### config.mk
export PLATFORM = sky130hd
export DESIGN_NAME = fifo_rr_arbiter
export DESIGN_NICKNAME = d
export VERILOG_FILES = /design/src/rtl/fifo_rr_arbiter.sv
export SDC_FILE = /design/constraint.sdc
export NUM_CORES = 1
export LEC_CHECK = 0
export CAP_MARGIN = 20
export CELL_PAD_IN_SITES_DETAIL_PLACEMENT = 0
export CELL_PAD_IN_SITES_GLOBAL_PLACEMENT = 1
export CORE_AREA = 2 2 95 97
export CTS_CLUSTER_DIAMETER = 200
export DETAILED_ROUTE_END_ITERATION = 12
export DIE_AREA = 0 0 97 99
export HOLD_SLACK_MARGIN = 0.15
export PLACE_DENSITY_LB_ADDON = 0.1
export SLEW_MARGIN = 20
export SYNTH_ARGS = -nofsm -noshare
export SYNTH_HDL_FRONTEND = slang
export SYNTH_SLANG_ARGS = --single-unit
### constraint.sdc
create_clock -name clk -period 2.45 [get_ports clk]
set_input_delay 0.49 -clock clk [delete_from_list [all_inputs] [get_ports clk]]
set_output_delay 0.49 -clock clk [all_outputs]
set_load 0.03 [all_outputs]
### src/rtl/fifo_rr_arbiter.sv
// Round-robin write-side scheduler: grants one requester at a time onto a shared FIFO push port.
// A grant ends on end-of-burst, on the MAX_BURST-th beat, or after IDLE_TIMEOUT idle cycles.
module fifo_rr_arbiter #(
    parameter int unsigned N_REQ        = 4,
    parameter int unsigned WIDTH        = 32,
    parameter int unsigned MAX_BURST    = 8,
    parameter int unsigned IDLE_TIMEOUT = 4
) (
    input  logic                       clk,
    input  logic                       rst,
    input  logic [N_REQ-1:0]           req_valid,
    input  logic [N_REQ-1:0]           req_last,
    input  logic [N_REQ*WIDTH-1:0]     req_data,
    output logic [N_REQ-1:0]           req_ready,
    input  logic                       fifo_full,
    output logic                       fifo_w_valid,
    output logic [WIDTH-1:0]           fifo_data,
    output logic                       grant_valid,
    output logic [$clog2(N_REQ)-1:0]   grant_id,
    output logic                       burst_done
);

    localparam int unsigned ID_W   = $clog2(N_REQ);
    localparam int unsigned BEAT_W = $clog2(MAX_BURST + 1);
    localparam int unsigned IDLE_W = $clog2(IDLE_TIMEOUT + 1);

    localparam logic [0:0] S_IDLE  = 1'b0;
    localparam logic [0:0] S_GRANT = 1'b1;

    logic [0:0]        state_q, state_d;
    logic [ID_W-1:0]   grant_id_q, grant_id_d;
    logic [ID_W-1:0]   rr_ptr_q, rr_ptr_d;
    logic [BEAT_W-1:0] beat_cnt_q, beat_cnt_d;
    logic [IDLE_W-1:0] idle_cnt_q, idle_cnt_d;
    logic              burst_done_q, burst_done_d;

    logic              found;
    logic [ID_W-1:0]   pick;
    logic              g_valid;
    logic              g_last;
    logic [ID_W-1:0]   next_ptr;
    logic [WIDTH-1:0]  data_arr [N_REQ];

    for (genvar i = 0; i < int'(N_REQ); i++) begin : g_unpack
        assign data_arr[i] = req_data[i*WIDTH +: WIDTH];
    end

    assign g_valid  = req_valid[grant_id_q];
    assign g_last   = req_last[grant_id_q];
    assign next_ptr = (grant_id_q == ID_W'(N_REQ - 1)) ? '0 : grant_id_q + ID_W'(1);

    // First valid requester scanning upward from rr_ptr with an explicit wrap.
    always_comb begin : arb_pick
        int unsigned sum;
        logic [ID_W-1:0] cand;
        found = 1'b0;
        pick  = '0;
        sum   = 0;
        cand  = '0;
        for (int unsigned k = 0; k < N_REQ; k++) begin
            sum = 32'(rr_ptr_q) + k;
            if (sum >= N_REQ) begin
                sum = sum - N_REQ;
            end
            cand = ID_W'(sum);
            if (!found && req_valid[cand]) begin
                found = 1'b1;
                pick  = cand;
            end
        end
    end

    always_comb begin : next_state
        logic rel;
        state_d      = state_q;
        grant_id_d   = grant_id_q;
        rr_ptr_d     = rr_ptr_q;
        beat_cnt_d   = beat_cnt_q;
        idle_cnt_d   = idle_cnt_q;
        burst_done_d = 1'b0;
        req_ready    = '0;
        fifo_w_valid = 1'b0;
        rel          = 1'b0;
        case (state_q)
            S_IDLE: begin
                if (found) begin
                    state_d    = S_GRANT;
                    grant_id_d = pick;
                    beat_cnt_d = '0;
                    idle_cnt_d = '0;
                end
            end
            S_GRANT: begin
                req_ready[grant_id_q] = !fifo_full;
                fifo_w_valid          = g_valid && !fifo_full;
                if (fifo_w_valid) begin
                    beat_cnt_d = beat_cnt_q + BEAT_W'(1);
                    idle_cnt_d = '0;
                    rel        = g_last || (beat_cnt_q == BEAT_W'(MAX_BURST - 1));
                end else if (!g_valid) begin
                    if (idle_cnt_q == IDLE_W'(IDLE_TIMEOUT - 1)) begin
                        rel = 1'b1;
                    end else begin
                        idle_cnt_d = idle_cnt_q + IDLE_W'(1);
                    end
                end
                // A stalled valid beat holds idle_cnt, so a full FIFO never times out.
                if (rel) begin
                    state_d      = S_IDLE;
                    rr_ptr_d     = next_ptr;
                    burst_done_d = 1'b1;
                    beat_cnt_d   = '0;
                    idle_cnt_d   = '0;
                end
            end
            default: state_d = S_IDLE;
        endcase
    end

    always_ff @(posedge clk) begin : regs
        if (rst) begin
            state_q      <= S_IDLE;
            grant_id_q   <= '0;
            rr_ptr_q     <= '0;
            beat_cnt_q   <= '0;
            idle_cnt_q   <= '0;
            burst_done_q <= 1'b0;
        end else begin
            state_q      <= state_d;
            grant_id_q   <= grant_id_d;
            rr_ptr_q     <= rr_ptr_d;
            beat_cnt_q   <= beat_cnt_d;
            idle_cnt_q   <= idle_cnt_d;
            burst_done_q <= burst_done_d;
        end
    end

    assign fifo_data   = data_arr[grant_id_q];
    assign grant_valid = (state_q == S_GRANT);
    assign grant_id    = grant_id_q;
    assign burst_done  = burst_done_q;

endmodule
Word level (Yosys, flattened, before mapping)
Cells that the tools add are included.

Flip-flop bits (word level): 13. Bits of input ports: 139. Output and inout port bits: 41. Logic and storage cells: 102.

Add/subtract/negate cells: 10. Magnitude comparators: 11. Equal/unequal tests: 7. Multiplexer cells: 50. Bitwise gates (word level): 3. Reductions and logical operators: 15.

Operator list (number): binary-select mux 32 bit (select 2 bit) (1); 2-to-1 mux 32 bit (2); 2-to-1 mux 1 bit (19); 2-to-1 mux 2 bit (9); 2-to-1 mux 4 bit (4); < comparator 2 x 3 -> 1 bit (second input constant) (5); 2-to-1 mux 3 bit (5); binary-select mux 1 bit (select 2 bit) (6); >= comparator 3 bit (second input constant) (4); case mux 4 bit (2 select lines) (1); subtractor 2 x 1 -> 2 bit (second input constant) (4); adder 2 x 2 -> 3 bit (second input constant) (2); case mux 3 bit (2 select lines) (1); AND reduction 2 bit (3); logical AND 1 bit (5); adder 4 x 1 -> 4 bit (second input constant) (1); AND 4 bit (1); == test 4 x 3 -> 1 bit (second input constant) (1); logical NOT 1 bit (4); != test 4 x 2 -> 1 bit (second input constant) (1); != test 4 x 3 -> 1 bit (second input constant) (1); adder 2 x 1 -> 3 bit (second input constant) (1); adder 3 x 1 -> 3 bit (second input constant) (1); == test 3 x 2 -> 1 bit (second input constant) (1); 13 further kinds (13).

Longest topological paths before layout
Depth after elaboration: 16. Mapped depth: 7. Gate-level depth less buffers: 7.

Worst setup path before layout
Ideal clock, no wire load.

Path type: reg2out. Start point: register grant_id_q[0], in the netlist grant_id[0]. End point: output fifo_data[10]. Data arrival time: 1.695 ns. Path slack: 0.265 ns. Cell stages (with the launch flop): 4. Cells stage by stage: dfxtp_1 -> buf_6 -> buf_2 -> mux4_2.

Word-level cells in the longest chain between the ends: 4.

Ends and longest elaborated chain: start: declaration (line 31) `logic [ID_W-1:0] grant_id_q, grant_id_d;`; start signal: assignment (line 130) `grant_id_q <= grant_id_d;`; NOT 2 -> 3 bit (not written as such) (line 138) `assign fifo_data = data_arr[grant_id_q];`; binary-select mux 32 bit (select 2 bit) (line 138); 2-to-1 mux 32 bit (not written as such) (2 in series) (line 138); end: declaration (line 17) `output logic [WIDTH-1:0] fifo_data,`.

Every way passes these cells. The select of a mux whose other input is x is not followed.

Worst setup path after layout
Start point: input req_valid[3]. End point: output fifo_w_valid.

Word-level cells in the longest chain between the ends: 4.

Ends and longest elaborated chain: start: declaration (line 11) `input logic [N_REQ-1:0] req_valid,`; binary-select mux 1 bit (select 2 bit) (line 48) `assign g_valid = req_valid[grant_id_q];`; 2-to-1 mux 1 bit (not written as such) (line 48); logical AND 1 bit (line 95) `fifo_w_valid = g_valid && !fifo_full;`; 2-to-1 mux 1 bit (line 84) `case (state_q)`; end: declaration (line 16) `output logic fifo_w_valid,`.

Every way passes these cells. The select of a mux whose other input is x is not followed.

==> impl_metrics.toml <==
[outcome]
status = "finished clean"

[drt]
detail_route.wl_per_cell_microns = 18.97
dr.pass1.iters = 4
viasPerCell = 4.521
drt_iter0_markers = 50
vias = 1935
drt-total-wl_microns = 8121
drc = 0
antenna_left = 0

[critical_path]
path_class = "input pin to output pin"
crit_path_max_fanout = 8
cp_slowest_cell = "mux4_2"
end_kind = "output pin"
cp.arrival_ns = 1.88
cp.required_ns = 1.96
path_cells = "clkdlybuf4s50_1 > mux4_2 > and2_1 > buf_4"
start_kind = "input pin"
max_stage_delay_ns = 0.58

[sta]
drv_slew = 0
skew_ns = 0.007303
post-route-period-util = 0.9655
setup_viol = 0
holdWs_ns = 0.4702
worst_slack_ns = 0.08464
worst_pin_slew_ns = 0.5691
period_needed_ns = 2.365
fmax_ghz = 0.4228
max_slew_margin = 0.6194
rsz0062_at_grt = "false"
final-hold-violation-count = 0

[synthesis]
yosysTopAreaCell = "mux4_2"
ys_async_sr_fraction = 0
synth_area_sq_um = 1595
synthCells = 137
synth_edf_count = 0
synthTopCellsByCount = "mux4_2 (34), dfxtp_1 (13), nor2_1 (9), inv_1 (8)"
ys_warn_count = 0
syn-num-nets = 283
synthFlopType = "dfxtp_1"
yosysMostFrequentCell = "mux4_2"
synth.top_cell.area_share = 0.4800
synth_seq_area_share = 0.1631
syn_area_per_cell_sq_um = 11.64
ys_top_cells_by_area = "mux4_2 (48%), dfxtp_1 (16%), ha_1 (5.5%)"
synth.distinct_cells = 34
synth-seq-cells = 13

[hold_path]
hp-class = "flip-flop to flip-flop"

[power]
clockPowerShare = 0.181
pwr-share-comb = 0.604
leakagePower_nw = 1.372
vdd_drop_max_mv = 0.1816
intPower_uw = 716.6
switchingPower_uw = 361.5
power.density_nw_per_um2 = 299.9
seqPwrFrac = 0.214
switching_share = 0.3353
p_total_mw = 1.078

[clock_tree]
clk_pin_slew_ns = 0.06
ctsHtreeMaxLevel = 1
cts_sinks = 13
cts_tree = "built"
max-clock-path-buffers = 2
clock_latency_ns = 0.25
root_buffer = "clkbuf_8"
cts_hold_buf = 0
cts_buffers = 3

[cells_and_area]
syn_to_final_growth_pct = 125.3
drive_above_1_share = 0.2250
diodes = 0
fin_nets = 467
utilization = 0.4204

[global_route]
grt_overflow = 0
grt_usage = 0.1655
antenna_found_initial = 0
grt_max_degree = 25
grt_pass1_wl_microns = 12240
grt_pass1_vias = 2011

[floorplanning]
die_h_microns = 99
die_w_microns = 97
start_util = 0.1866
core-area_sq_um = 8551
die_area_sq_um = 9603
ios = 180
rows = 34

[placement]
hpwl_microns = 7053
gp_congestion = 0.8163
port_buffers = 179
dpl_worst_slack_ns = -0.04596

[job]
maxCapViolations = 0
## final timing paths
kind / from / to / slack, ns / cells past startpoint
min reg2reg: idle_cnt_q[2] / idle_cnt_q[2] / 0.47 / 2
min: idle_cnt_q[2] / idle_cnt_q[2] / 0.47 / 2
max reg2reg: grant_id[0] / beat_cnt_q[0] / 0.45 / 6
max: req_valid[3] / fifo_w_valid / 0.08 / 4
## registers in the layout (all words and copies together) (netlist names)
signal	flops
beat_cnt_q	4
burst_done	1
grant_id	2
grant_valid	1
idle_cnt_q	3
rr_ptr_q	2
## critical path: cells and delay by family
| kind | cells | cell delay (ns) |
|---|---|---|
| buf+inv | 2 | 0.59 |
| mux | 1 | 0.58 |
| simple gates | 1 | 0.22 |
## cell usage in the layout, fill, tap and decap left out, drive strengths merged, types with 4 or more instances in the layout
master / synthesis / layout
clkdlybuf4s50: 0 / 142
dlygate4sd2: 0 / 13
nor2: 9 / 9
ha: 7 / 7
mux4: 34 / 34
nand2: 5 / 5
buf: 6 / 29
dlymetal6s2s: 0 / 5
o21ai: 4 / 4
nor2b: 4 / 4
mux2i: 4 / 4
inv: 8 / 8
and2: 6 / 6
a21oi: 7 / 7
dfxtp: 13 / 13
## layout make-up
type | instances | area, sq um
Tap cell | 108 | 135.1
Multi-Input combinational cell | 106 | 1255
Timing Repair Buffer | 189 | 1866
Sequential cell | 13 | 262.8
Clock buffer | 3 | 41.29
Fill cell | 838 | 4956
Inverter | 8 | 30.03
Clock inverter | 1 | 5.005
## power by group through the flow
stage                     clock network (mW)  registers [mW]  logic, mW
after floorplan                            0           0.236      0.300
after global placement                     0           0.236      0.672
after detailed placement                   0           0.236      0.674
after CTS                              0.201           0.231      0.660
after global routing                   0.215           0.233      0.691
final                                  0.196           0.231      0.651
## per-stage QoR
stage / instance area, sq um / TNS, ns / cells
6_report: 3595 / 0 / 428
3_3_place_gp: 3552 / -0.05435 / 424
3_5_place_dp: 3552 / -0.1293 / 424
4_1_cts: 3582 / 0 / 428
5_1_grt: 3595 / 0 / 428
2_1_floorplan: 1595 / 0 / 137
## cells by family after synthesis
logic type / share of synthesized area
muxes: 0.5051
buffers and inverters: 0.05019
and+or+nand+nor: 0.1459
adders and majority gates: 0.05490
DFF: 0.1631
AOI/OAI and AO/OA: 0.06981
xor gates and xnor gates: 0.01098
## routing by layer
metal | share of wire | vias to the layer above | track usage
met2 | 0.47 | 106 | 0.2692
met4 | 0.022 | 0 | 0.04225
met3 | 0.082 | 13 | 0.04823
li1 | - | 917 | -
met1 | 0.42 | 899 | 0.2169
met5 | 0 | - | 0
## timing repair
| item | CTS | global route |
|---|---|---|
| gates resized for setup | 13 | 5 |
| buffers inserted | 0 | 0 |
| endpoints found under the setup margin | 13 | 5 |
Power figures use the tool's default switching activity.
